## src/rtl/btn_sched_pkg.sv

```systemverilog
// ---------------------------------------------------------------------------
// btn_sched_pkg
// Shared types and sizing helpers for the button debounce scheduler.
//   sched_state_e : scan FSM states (SCAN, SETTLE, EMIT)
//   btn_evt_t     : event payload {id, pressed}
//   tick_cnt_w()  : width of the free-running debounce tick counter
//   idx_w()       : width of a button index
// ---------------------------------------------------------------------------
package btn_sched_pkg;

    localparam int EVT_ID_W = 4;   // wide enough for the largest supported N_BTN (16)
    localparam int TIMER_W  = 8;   // holds SETTLE_TICKS up to 255

    typedef enum logic [1:0] {
        SCAN   = 2'd0,
        SETTLE = 2'd1,
        EMIT   = 2'd2
    } sched_state_e;

    typedef struct packed {
        logic [EVT_ID_W-1:0] id;
        logic                pressed;
    } btn_evt_t;

    function automatic int tick_cnt_w(input int div);
        return (div > 1) ? $clog2(div) : 1;
    endfunction

    function automatic int idx_w(input int n);
        return (n > 1) ? $clog2(n) : 1;
    endfunction

endpackage

```

## src/rtl/btn_sync.sv

```systemverilog
// ---------------------------------------------------------------------------
// btn_sync
// Parameterized-width 2-FF synchronizer. Both stages reset to all ones so an
// idle (released, active-low) button reads as released out of reset.
//   clk   in  1  system clock
//   rst_n in  1  asynchronous active-low reset
//   i_d   in  W  asynchronous inputs
//   o_q   out W  synchronized outputs
// ---------------------------------------------------------------------------
module btn_sync #(
    parameter int W = 1
) (
    input  logic         clk,
    input  logic         rst_n,
    input  logic [W-1:0] i_d,
    output logic [W-1:0] o_q
);

    logic [W-1:0] r_meta;
    logic [W-1:0] r_sync;

    // Two-stage synchronizer chain.
    always_ff @(posedge clk or negedge rst_n) begin
        if (!rst_n) begin
            r_meta <= {W{1'b1}};
            r_sync <= {W{1'b1}};
        end else begin
            r_meta <= i_d;
            r_sync <= r_meta;
        end
    end

    assign o_q = r_sync;

endmodule

```

## src/rtl/btn_debounce_sched.sv

```systemverilog
// ---------------------------------------------------------------------------
// btn_debounce_sched
// Debounces N_BTN active-low buttons with one shared settle timer. A
// round-robin SCAN/SETTLE/EMIT FSM looks at one button per clock; a button
// whose synchronized level differs from its committed level must hold the new
// level for SETTLE_TICKS ticks before being committed. Commits are reported
// on a valid/ready event stream and presses are counted (wrapping).
// Build option: define BTN_RELEASE_EVT_EN to also report release events;
// otherwise only presses are reported and evt_pressed is constant 1.
// Ports:
//   clk          in   1        system clock
//   rst_n        in   1        asynchronous active-low reset
//   btn_raw      in   N_BTN    raw button pins, active-low
//   btn_state    out  N_BTN    debounced levels, active-low
//   evt_valid    out  1        event available
//   evt_ready    in   1        consumer accepts event
//   evt_id       out  IDX_W    button index of the event
//   evt_pressed  out  1        1 = press, 0 = release
//   press_count  out  CNT_W    committed presses, wraps modulo 2^CNT_W
// ---------------------------------------------------------------------------
module btn_debounce_sched
    import btn_sched_pkg::*;
#(
    parameter int  N_BTN        = 4,
    parameter int  TICK_DIV     = 4096,
    parameter int  SETTLE_TICKS = 15,
    parameter int  CNT_W        = 5,
    localparam int IDX_W        = idx_w(N_BTN)
) (
    input  logic             clk,
    input  logic             rst_n,
    input  logic [N_BTN-1:0] btn_raw,
    output logic [N_BTN-1:0] btn_state,
    output logic             evt_valid,
    input  logic             evt_ready,
    output logic [IDX_W-1:0] evt_id,
    output logic             evt_pressed,
    output logic [CNT_W-1:0] press_count
);

    localparam int TW = tick_cnt_w(TICK_DIV);

`ifdef BTN_RELEASE_EVT_EN
    localparam logic PRESSED_RST = 1'b0;
`else
    // Only presses are ever reported, so the flag register holds 1 forever.
    localparam logic PRESSED_RST = 1'b1;
`endif

    logic [N_BTN-1:0]   w_sync;
    logic [TW-1:0]      r_tick_cnt;
    logic               w_tick;

    sched_state_e       r_state,     w_state_nxt;
    logic [IDX_W-1:0]   r_idx,       w_idx_nxt;
    logic [IDX_W-1:0]   w_idx_adv;
    logic [TIMER_W-1:0] r_timer,     w_timer_nxt;
    logic               r_cand,      w_cand_nxt;
    logic [N_BTN-1:0]   r_btn_state, w_btn_state_nxt;
    logic [CNT_W-1:0]   r_press_cnt, w_press_cnt_nxt;
    logic               r_evt_valid, w_evt_valid_nxt;
    btn_evt_t           r_evt,       w_evt_nxt;
    logic               w_report;

    btn_sync #(.W(N_BTN)) u_sync (
        .clk   (clk),
        .rst_n (rst_n),
        .i_d   (btn_raw),
        .o_q   (w_sync)
    );

    // Free-running tick counter; wraps naturally because TICK_DIV is a power of two.
    always_ff @(posedge clk or negedge rst_n) begin
        if (!rst_n) begin
            r_tick_cnt <= {TW{1'b0}};
        end else begin
            r_tick_cnt <= r_tick_cnt + TW'(1);
        end
    end

    // Tick fires on the last count, i.e. TICK_DIV cycles after reset release.
    assign w_tick    = (r_tick_cnt == TW'(TICK_DIV - 1));
    assign w_idx_adv = (r_idx == IDX_W'(N_BTN - 1)) ? {IDX_W{1'b0}} : (r_idx + IDX_W'(1));

`ifdef BTN_RELEASE_EVT_EN
    assign w_report = 1'b1;
`else
    assign w_report = ~r_cand;   // candidate 0 means a press
`endif

    // Next-state and datapath update for the scan FSM.
    always_comb begin
        w_state_nxt     = r_state;
        w_idx_nxt       = r_idx;
        w_timer_nxt     = r_timer;
        w_cand_nxt      = r_cand;
        w_btn_state_nxt = r_btn_state;
        w_press_cnt_nxt = r_press_cnt;
        w_evt_valid_nxt = r_evt_valid;
        w_evt_nxt       = r_evt;
        case (r_state)
            SCAN: begin
                if (w_sync[r_idx] != r_btn_state[r_idx]) begin
                    w_cand_nxt  = w_sync[r_idx];
                    w_timer_nxt = TIMER_W'(SETTLE_TICKS);
                    w_state_nxt = SETTLE;
                end else begin
                    w_idx_nxt = w_idx_adv;
                end
            end
            SETTLE: begin
                // A bounce back to the old level wins over a same-cycle tick.
                if (w_sync[r_idx] != r_cand) begin
                    w_idx_nxt   = w_idx_adv;
                    w_state_nxt = SCAN;
                end else if (w_tick) begin
                    if (r_timer > TIMER_W'(1)) begin
                        w_timer_nxt = r_timer - TIMER_W'(1);
                    end else begin
                        w_btn_state_nxt[r_idx] = r_cand;
                        if (!r_cand) begin
                            w_press_cnt_nxt = r_press_cnt + CNT_W'(1);
                        end else begin
                            w_press_cnt_nxt = r_press_cnt;
                        end
                        if (w_report) begin
                            w_evt_valid_nxt   = 1'b1;
                            w_evt_nxt.id      = EVT_ID_W'(r_idx);
                            w_evt_nxt.pressed = ~r_cand;
                            w_state_nxt       = EMIT;
                        end else begin
                            w_idx_nxt   = w_idx_adv;
                            w_state_nxt = SCAN;
                        end
                    end
                end else begin
                    w_timer_nxt = r_timer;
                end
            end
            EMIT: begin
                if (r_evt_valid && evt_ready) begin
                    w_evt_valid_nxt = 1'b0;
                    w_idx_nxt       = w_idx_adv;
                    w_state_nxt     = SCAN;
                end else begin
                    w_evt_valid_nxt = r_evt_valid;
                end
            end
            default: begin
                w_evt_valid_nxt = 1'b0;
                w_state_nxt     = SCAN;
            end
        endcase
    end

    // FSM and datapath registers.
    always_ff @(posedge clk or negedge rst_n) begin
        if (!rst_n) begin
            r_state       <= SCAN;
            r_idx         <= {IDX_W{1'b0}};
            r_timer       <= {TIMER_W{1'b0}};
            r_cand        <= 1'b1;
            r_btn_state   <= {N_BTN{1'b1}};
            r_press_cnt   <= {CNT_W{1'b0}};
            r_evt_valid   <= 1'b0;
            r_evt.id      <= {EVT_ID_W{1'b0}};
            r_evt.pressed <= PRESSED_RST;
        end else begin
            r_state       <= w_state_nxt;
            r_idx         <= w_idx_nxt;
            r_timer       <= w_timer_nxt;
            r_cand        <= w_cand_nxt;
            r_btn_state   <= w_btn_state_nxt;
            r_press_cnt   <= w_press_cnt_nxt;
            r_evt_valid   <= w_evt_valid_nxt;
            r_evt         <= w_evt_nxt;
        end
    end

    assign btn_state   = r_btn_state;
    assign evt_valid   = r_evt_valid;
    assign evt_id      = r_evt.id[IDX_W-1:0];
    assign evt_pressed = r_evt.pressed;
    assign press_count = r_press_cnt;

endmodule

```

## config.mk

```make
export PLATFORM = sky130hd
export DESIGN_NAME = btn_debounce_sched
export DESIGN_NICKNAME = d
export VERILOG_FILES = /design/src/rtl/btn_sched_pkg.sv /design/src/rtl/btn_sync.sv /design/src/rtl/btn_debounce_sched.sv
export SDC_FILE = /design/constraint.sdc
export NUM_CORES = 1
export LEC_CHECK = 0
export BUFFER_PORTS_ARGS = -buffer_cell sky130_fd_sc_hd__buf_2
export CAP_MARGIN = 20
export CORE_MARGIN = 4
export CORE_UTILIZATION = 45
export CTS_BUF_LIST = sky130_fd_sc_hd__clkbuf_16
export CTS_CLUSTER_DIAMETER = 40
export DETAILED_ROUTE_END_ITERATION = 8
export PLACE_DENSITY = 0.69
export SETUP_SLACK_MARGIN = 0.05
export SYNTH_ARGS = -nofsm -noshare
export SYNTH_HDL_FRONTEND = slang
export SYNTH_HIERARCHICAL = 1
export SYNTH_SLANG_ARGS = --single-unit
```

## constraint.sdc

```tcl
create_clock -name clk -period 3.8 [get_ports clk]
set_input_delay 0.19 -clock clk [delete_from_list [all_inputs] [get_ports clk]]
set_output_delay 0.19 -clock clk [all_outputs]
set_load 0.005 [all_outputs]
```

---- After elaboration in Yosys (flattened, before gate mapping) ----
Cells that the tools add are included.
operators by class
  $add $sub $neg .......................... 4
  reduce and logical (&&, ||, !) cells .... 12
  equality and inequality tests ........... 17
  bitwise operators ....................... 4
  magnitude comparators ................... 3
  mux-type cells .......................... 33
operators by type and width
  operator                 count
  $mux W8                  4
  $mux W2                  13
  $ne A2 B2 Y1 const B     8
  $pmux W8 S2              1
  $add A12 B1 Y12 const B  1
  $eq A12 B12 Y1 const B   1
  $pmux W2 S3              2
  $reduce_and A6 Y1        2
  $reduce_and A5 Y1        2
  $ne A3 B3 Y1 const B     3
  $gt A8 B1 Y1 const B     1
  $mux W1                  8
  $reduce_and A4 Y1        2
  $sub A8 B1 Y8 const B    1
  $add A5 B1 Y5 const B    1
  $bmux W1 S2              2
  $bwmux W4                1
  $eq A2 B2 Y1 const B     2
  $not A1 Y1               4
  $lt A2 B3 Y1 const B     1
  $pmux W1 S3              1
  $reduce_bool A3 Y1       1
  $add A2 B1 Y2 const B    1
  $demux W1 S2             1
  7 further kinds          9
storage, ports and cells
  output and inout port bits .............. 13
  logic and storage cells ................. 85
  bits in registers ....................... 46

---- Longest topological paths before layout ----
  depth after elaboration ................. 7
  mapped depth ............................ 8
  gate-level depth less buffers ........... 8

---- Modules after synthesis ----
The synthesis kept the hierarchy.
modules (own cells, without submodules)
  module              sequential area each (sq um)  cells each  area each (sq um)  times used
  btn_debounce_sched  958.4                         185         2044.5             1
  btn_sync            210.2                         8           210.2              1

---- Least setup slack after synthesis ----
No wires, ideal clock.
  path kind ............................... register to register
  start ................................... register r_idx[0]
  end ..................................... register r_timer[7]
  clock period less this slack ............ 2.567 ns
  arrival ................................. 2.498 ns
  library setup time ...................... 0.069 ns
  slack ................................... 1.233 ns
  stages on the path, launching flop included .. 9
  path through ............................ dfrtp_1 mux4_2 inv_1 ha_1 nor2_1 nand3_1 or4_4 or4_1 nand3_1
on the way
  cells in the longest elaborated chain, start to end .. 5
RTL lines
  what                                    RTL line                                              source
  from (decl)                             btn_debounce_sched.sv:55                              logic [IDX_W-1:0] r_idx, w_idx_nxt;
  from (signal assigned)                  btn_debounce_sched.sv:160                             r_idx <= {IDX_W{1'b0}};
  from (signal assigned)                  btn_debounce_sched.sv:170                             r_idx <= w_idx_nxt;
  $bmux W1 S2, on equally long branches   btn_debounce_sched.sv:103, btn_debounce_sched.sv:113
  $mux W1, on equally long branches       btn_debounce_sched.sv:103, btn_debounce_sched.sv:113
  $ne A1 B1 Y1, on equally long branches  btn_debounce_sched.sv:113, btn_debounce_sched.sv:103
  $ne A2 B2 Y1 (no line)                  n/a
  $reduce_and A5 Y1 (no line) (*)         n/a
  to (signal assigned)                    btn_debounce_sched.sv:161                             r_timer <= {TIMER_W{1'b0}};
  to (signal assigned)                    btn_debounce_sched.sv:171                             r_timer <= w_timer_nxt;
  to (decl)                               btn_debounce_sched.sv:57                              logic [TIMER_W-1:0] r_timer, w_timer_nxt;
Every way passes the cells marked *; elsewhere a longest branch is shown, timed or not. The select of a mux whose other input is x is not followed.
A chain may end at the register's enable or synchronous reset.

---- Worst setup path in the final report ----
Same ends and word-level chain as after synthesis.

==> results.cfg <==
[sta]
fin_setup_tns_ns = 0
finalWorstSetupSlack_ns = 1.055
final_min_period_over_clock_period = 0.7224
whs_ns = 0.2332
layout_min_cycle_time_ns = 2.745
fmax_mhz = 364.3
grt_setup_unrepaired = no
final-setup-viol-count = 0
worst_slew_margin_rel = 0.4591
clock-skew-final_ns = 0.005569
timing.final.max_slew_violations = 0
timing_worst_slew_pin_value_ns = 0.8040
final_hold_viol_count = 0

[placement]
io_buf_count = 19
final_weighted_congestion_of_routability_driven_global_placement = 0.8319
pre_cts_slack_ns = 1.101
dpl.cell_count = 277
hpwlAfterDp_um = 2845

[critical_path]
worst-path-stages = 8
crit_family = simple AND/OR/NAND/NOR gates
stage_delay_of_the_slowest_cell_on_the_critical_path_ns = 0.56
worst-setup-path-type = flip-flop to flip-flop
cp.buffers_inverters = 1
element_type_at_the_critical_path_end = flip-flop
critPathMostFrequentCell = sky130_fd_sc_hd__nand3_1
critPathArrivalTime_ns = 2.97
crit_chain = mux4_2 > inv_1 > ha_1 > nor2_1 > nand3_1 > or4_4 > or4_1 > nand3_1
reg2regPathDepth = 8
crit_path_max_fanout = 8
slowest_stage = sky130_fd_sc_hd__mux4_2
critPathLaunchType = flip-flop
worstPathRequired_ns = 4.02

[logic_synthesis]
synth_area_sq_um = 2255
synth_top_cell_area_share = 0.3552
synth_ff_type = sky130_fd_sc_hd__dfrtp_1
synth_seq_area_share = 0.5183
synth_top_area_cell = sky130_fd_sc_hd__dfrtp_1
syn-num-nets = 209
number_of_synthesized_register_bits = 46
syn_inst = 193
synth_area_per_cell_sq_um = 11.68
synth_edf_count = 0
synthArstFlopShare = 1.000
synthTopCellsByArea = sky130_fd_sc_hd__dfrtp_1 36%, sky130_fd_sc_hd__dfstp_2 16%, sky130_fd_sc_hd__xnor2_1 5.0%, sky130_fd_sc_hd__ha_1 5.0%, sky130_fd_sc_hd__mux2_2 4.5%
yosys_warnings = 6
synth_cell_type_count = 40

[clock_tree]
ctsLongestPathBuffers = 2
cts_setup_buffers = 0
clk_pin_slew_worst_paths_ns = 0.06
clock_sinks = 46
clockRootBuffer = sky130_fd_sc_hd__clkbuf_16
tritoncts.num_buffers = 5
tritoncts_clock_tree = done
worstSkewPairLatency_ns = 0.29
clock_tree.htree_level_count = 2

[power_and_ir_drop]
irDropWorstVdd_mv = 0.3222
p_switching_uw = 192.8
power.static_leakage_uw = 0.001182
p_sw_frac = 0.2041
sequentialPowerShare = 0.531
clock_power_share = 0.441
share_comb_of_total_power = 0.028
internal_power_uw = 751.9
pwr_density_cell_nw_per_um2 = 358.5

[worst_hold_path]
hold-path-cell-count = 4
holdCritPathClass = primary input to flip-flop

[layout]
multi_input_area_sq_um = 1033
num_antenna_cells = 0
final_layout_size_suffix_gt1_frac = 0.2723
area_growth_syn_to_layout_pct = 16.87
final_net_count = 239
sequential_cell_area_sq_um = 1169
fillers = 429
fin_cells = 291
final_cell_mix = 32 x sky130_fd_sc_hd__dfrtp_1, 19 x sky130_fd_sc_hd__buf_2, 16 x sky130_fd_sc_hd__nand2_1
layout_commonest_cell = sky130_fd_sc_hd__dfrtp_1

[detailed_routing]
drt-vias-per-instance = 5.162
drt_pass1_iterations = 4
drc_violation_count_after_routing = 0
routed-via-count = 1502
route.final.wire_length_um = 3966
route.detailed.wl_per_inst_um = 13.63
drt-initial-drc-count = 128
detail-route-antenna-nets = 0

[grt]
grt_pass1_wl_um = 7065
number_of_global_route_vias_before_repair = 1506
grt_start_max_net_pins = 47
grt_overflow = 0
antenna_found_initial = 0
grt_overall_usage = 0.1440

[die]
die-height_um = 78.79
design.core.area_sq_um = 4786
io_pins = 20
dieWidth_um = 78.79
die_area_sq_um = 6207
initial_cell_density_of_the_core = 0.4711
num_rows = 25

[outcome]
outcome = complete, no violations

[job]
maxCapViolations = 0
final cells by class:
| cell class | count | share of cell area |
|---|---|---|
| Sequential cell | 46 | 0.4435 |
| Multi-Input combinational cell | 134 | 0.3922 |
| Timing Repair Buffer | 25 | 0.06268 |
| Clock buffer | 5 | 0.04748 |
| Tap cell | 67 | 0.03181 |
| Inverter | 11 | 0.01567 |
| Clock inverter | 3 | 0.006648 |
layer usage:
metal | wire length [um] | track usage | share of wire | vias up
met4 | 91 | 0.05594 | 0.023 | 0
met3 | 97 | 0.03628 | 0.024 | 9
met5 | 0 | 0 | 0 | -
li1 | - | - | - | 751
met2 | 1932 | 0.2343 | 0.49 | 16
met1 | 1845 | 0.1846 | 0.47 | 726
stage by stage:
stage               total power (uW)  cell area (sq um)  utilization
finish                         944.7               2635       0.5506
detailed placement             531.1               2422       0.5061
global route                   980.0               2635       0.5506
CTS                            954.1               2595       0.5422
floorplan                      516.3               2255            -
global placement               530.3               2422       0.5061
timing repair:
action	CTS	global route
endpoints found under the hold margin	3	6
setup endpoints to repair	0	0
resized for setup	0	0
hold buffers	3	2
flip-flops by register name, summed over array words and instances, names as in the netlist:
register	cells
evt_id	2
r_state	2
btn_state	4
press_count	5
r_tick_cnt	12
evt_valid	1
u_sync/o_q	4
evt_pressed	1
r_cand	1
r_idx	2
u_sync/r_meta	4
r_timer	8
cell families after synthesis:
| family | Yosys count | synth area share |
|---|---|---|
| XOR/XNOR | 23 | 0.08934 |
| AND/OR/NAND/NOR | 61 | 0.1498 |
| multiplexers | 14 | 0.08935 |
| AO/OA/AOI/OAI | 27 | 0.07991 |
| adder cells (fa/ha/maj) | 9 | 0.04995 |
| buffers and inverters | 13 | 0.02331 |
| flip-flops | 46 | 0.5183 |
worst paths after layout:
path	start	slack, ns	endpoint
max	r_idx[0]	1.05	r_timer[7]
min	evt_ready	0.23	r_state[1]
max reg2reg	r_idx[0]	1.05	r_timer[7]
min reg2reg	u_sync/r_meta[0]	0.36	u_sync/o_q[0]
max in group asynchronous	rst_n	2.88	btn_state[3]
min in group asynchronous	rst_n	0.36	r_timer[4]
power by group through the flow:
stage / Sequential (uW) / Combinational [uW] / Clock [uW]
after floorplan: 509 / 7.40 / 0
after global placement: 510 / 20.7 / 0
after detailed placement: 510 / 21.1 / 0
after CTS: 502 / 23.3 / 429
after global routing: 502 / 30.5 / 448
final: 502 / 26.4 / 417
synthesized netlist by cell type, types with 2 or more instances:
cell type and n:
sky130_fd_sc_hd__nand2_1 16, sky130_fd_sc_hd__o22ai_1 2, sky130_fd_sc_hd__or4_1 2, sky130_fd_sc_hd__dfrtp_1 32, sky130_fd_sc_hd__ha_1 9, sky130_fd_sc_hd__nand4_1 5, sky130_fd_sc_hd__o22a_1 2, sky130_fd_sc_hd__inv_1 11
sky130_fd_sc_hd__o21ai_0 7, sky130_fd_sc_hd__mux2_2 9, sky130_fd_sc_hd__or4_4 3, sky130_fd_sc_hd__mux4_2 4, sky130_fd_sc_hd__nor3_1 2, sky130_fd_sc_hd__nand3_1 9, sky130_fd_sc_hd__nor4_1 3, sky130_fd_sc_hd__a21oi_1 4
sky130_fd_sc_hd__a21o_1 2, sky130_fd_sc_hd__dfstp_2 14, sky130_fd_sc_hd__o211ai_1 2, sky130_fd_sc_hd__nor2_1 14, sky130_fd_sc_hd__xor2_1 10, sky130_fd_sc_hd__xnor2_1 13
worst register-to-register path: stages, from the launching register on:
cell and delay (ns):
sky130_fd_sc_hd__dfrtp_1 0.51, sky130_fd_sc_hd__mux4_2 0.56, sky130_fd_sc_hd__inv_1 0.07, sky130_fd_sc_hd__ha_1 0.26, sky130_fd_sc_hd__nor2_1 0.23, sky130_fd_sc_hd__nand3_1 0.12
sky130_fd_sc_hd__or4_4 0.45, sky130_fd_sc_hd__or4_1 0.41, sky130_fd_sc_hd__nand3_1 0.09
No activity file was read; power rests on OpenSTA's default activity.
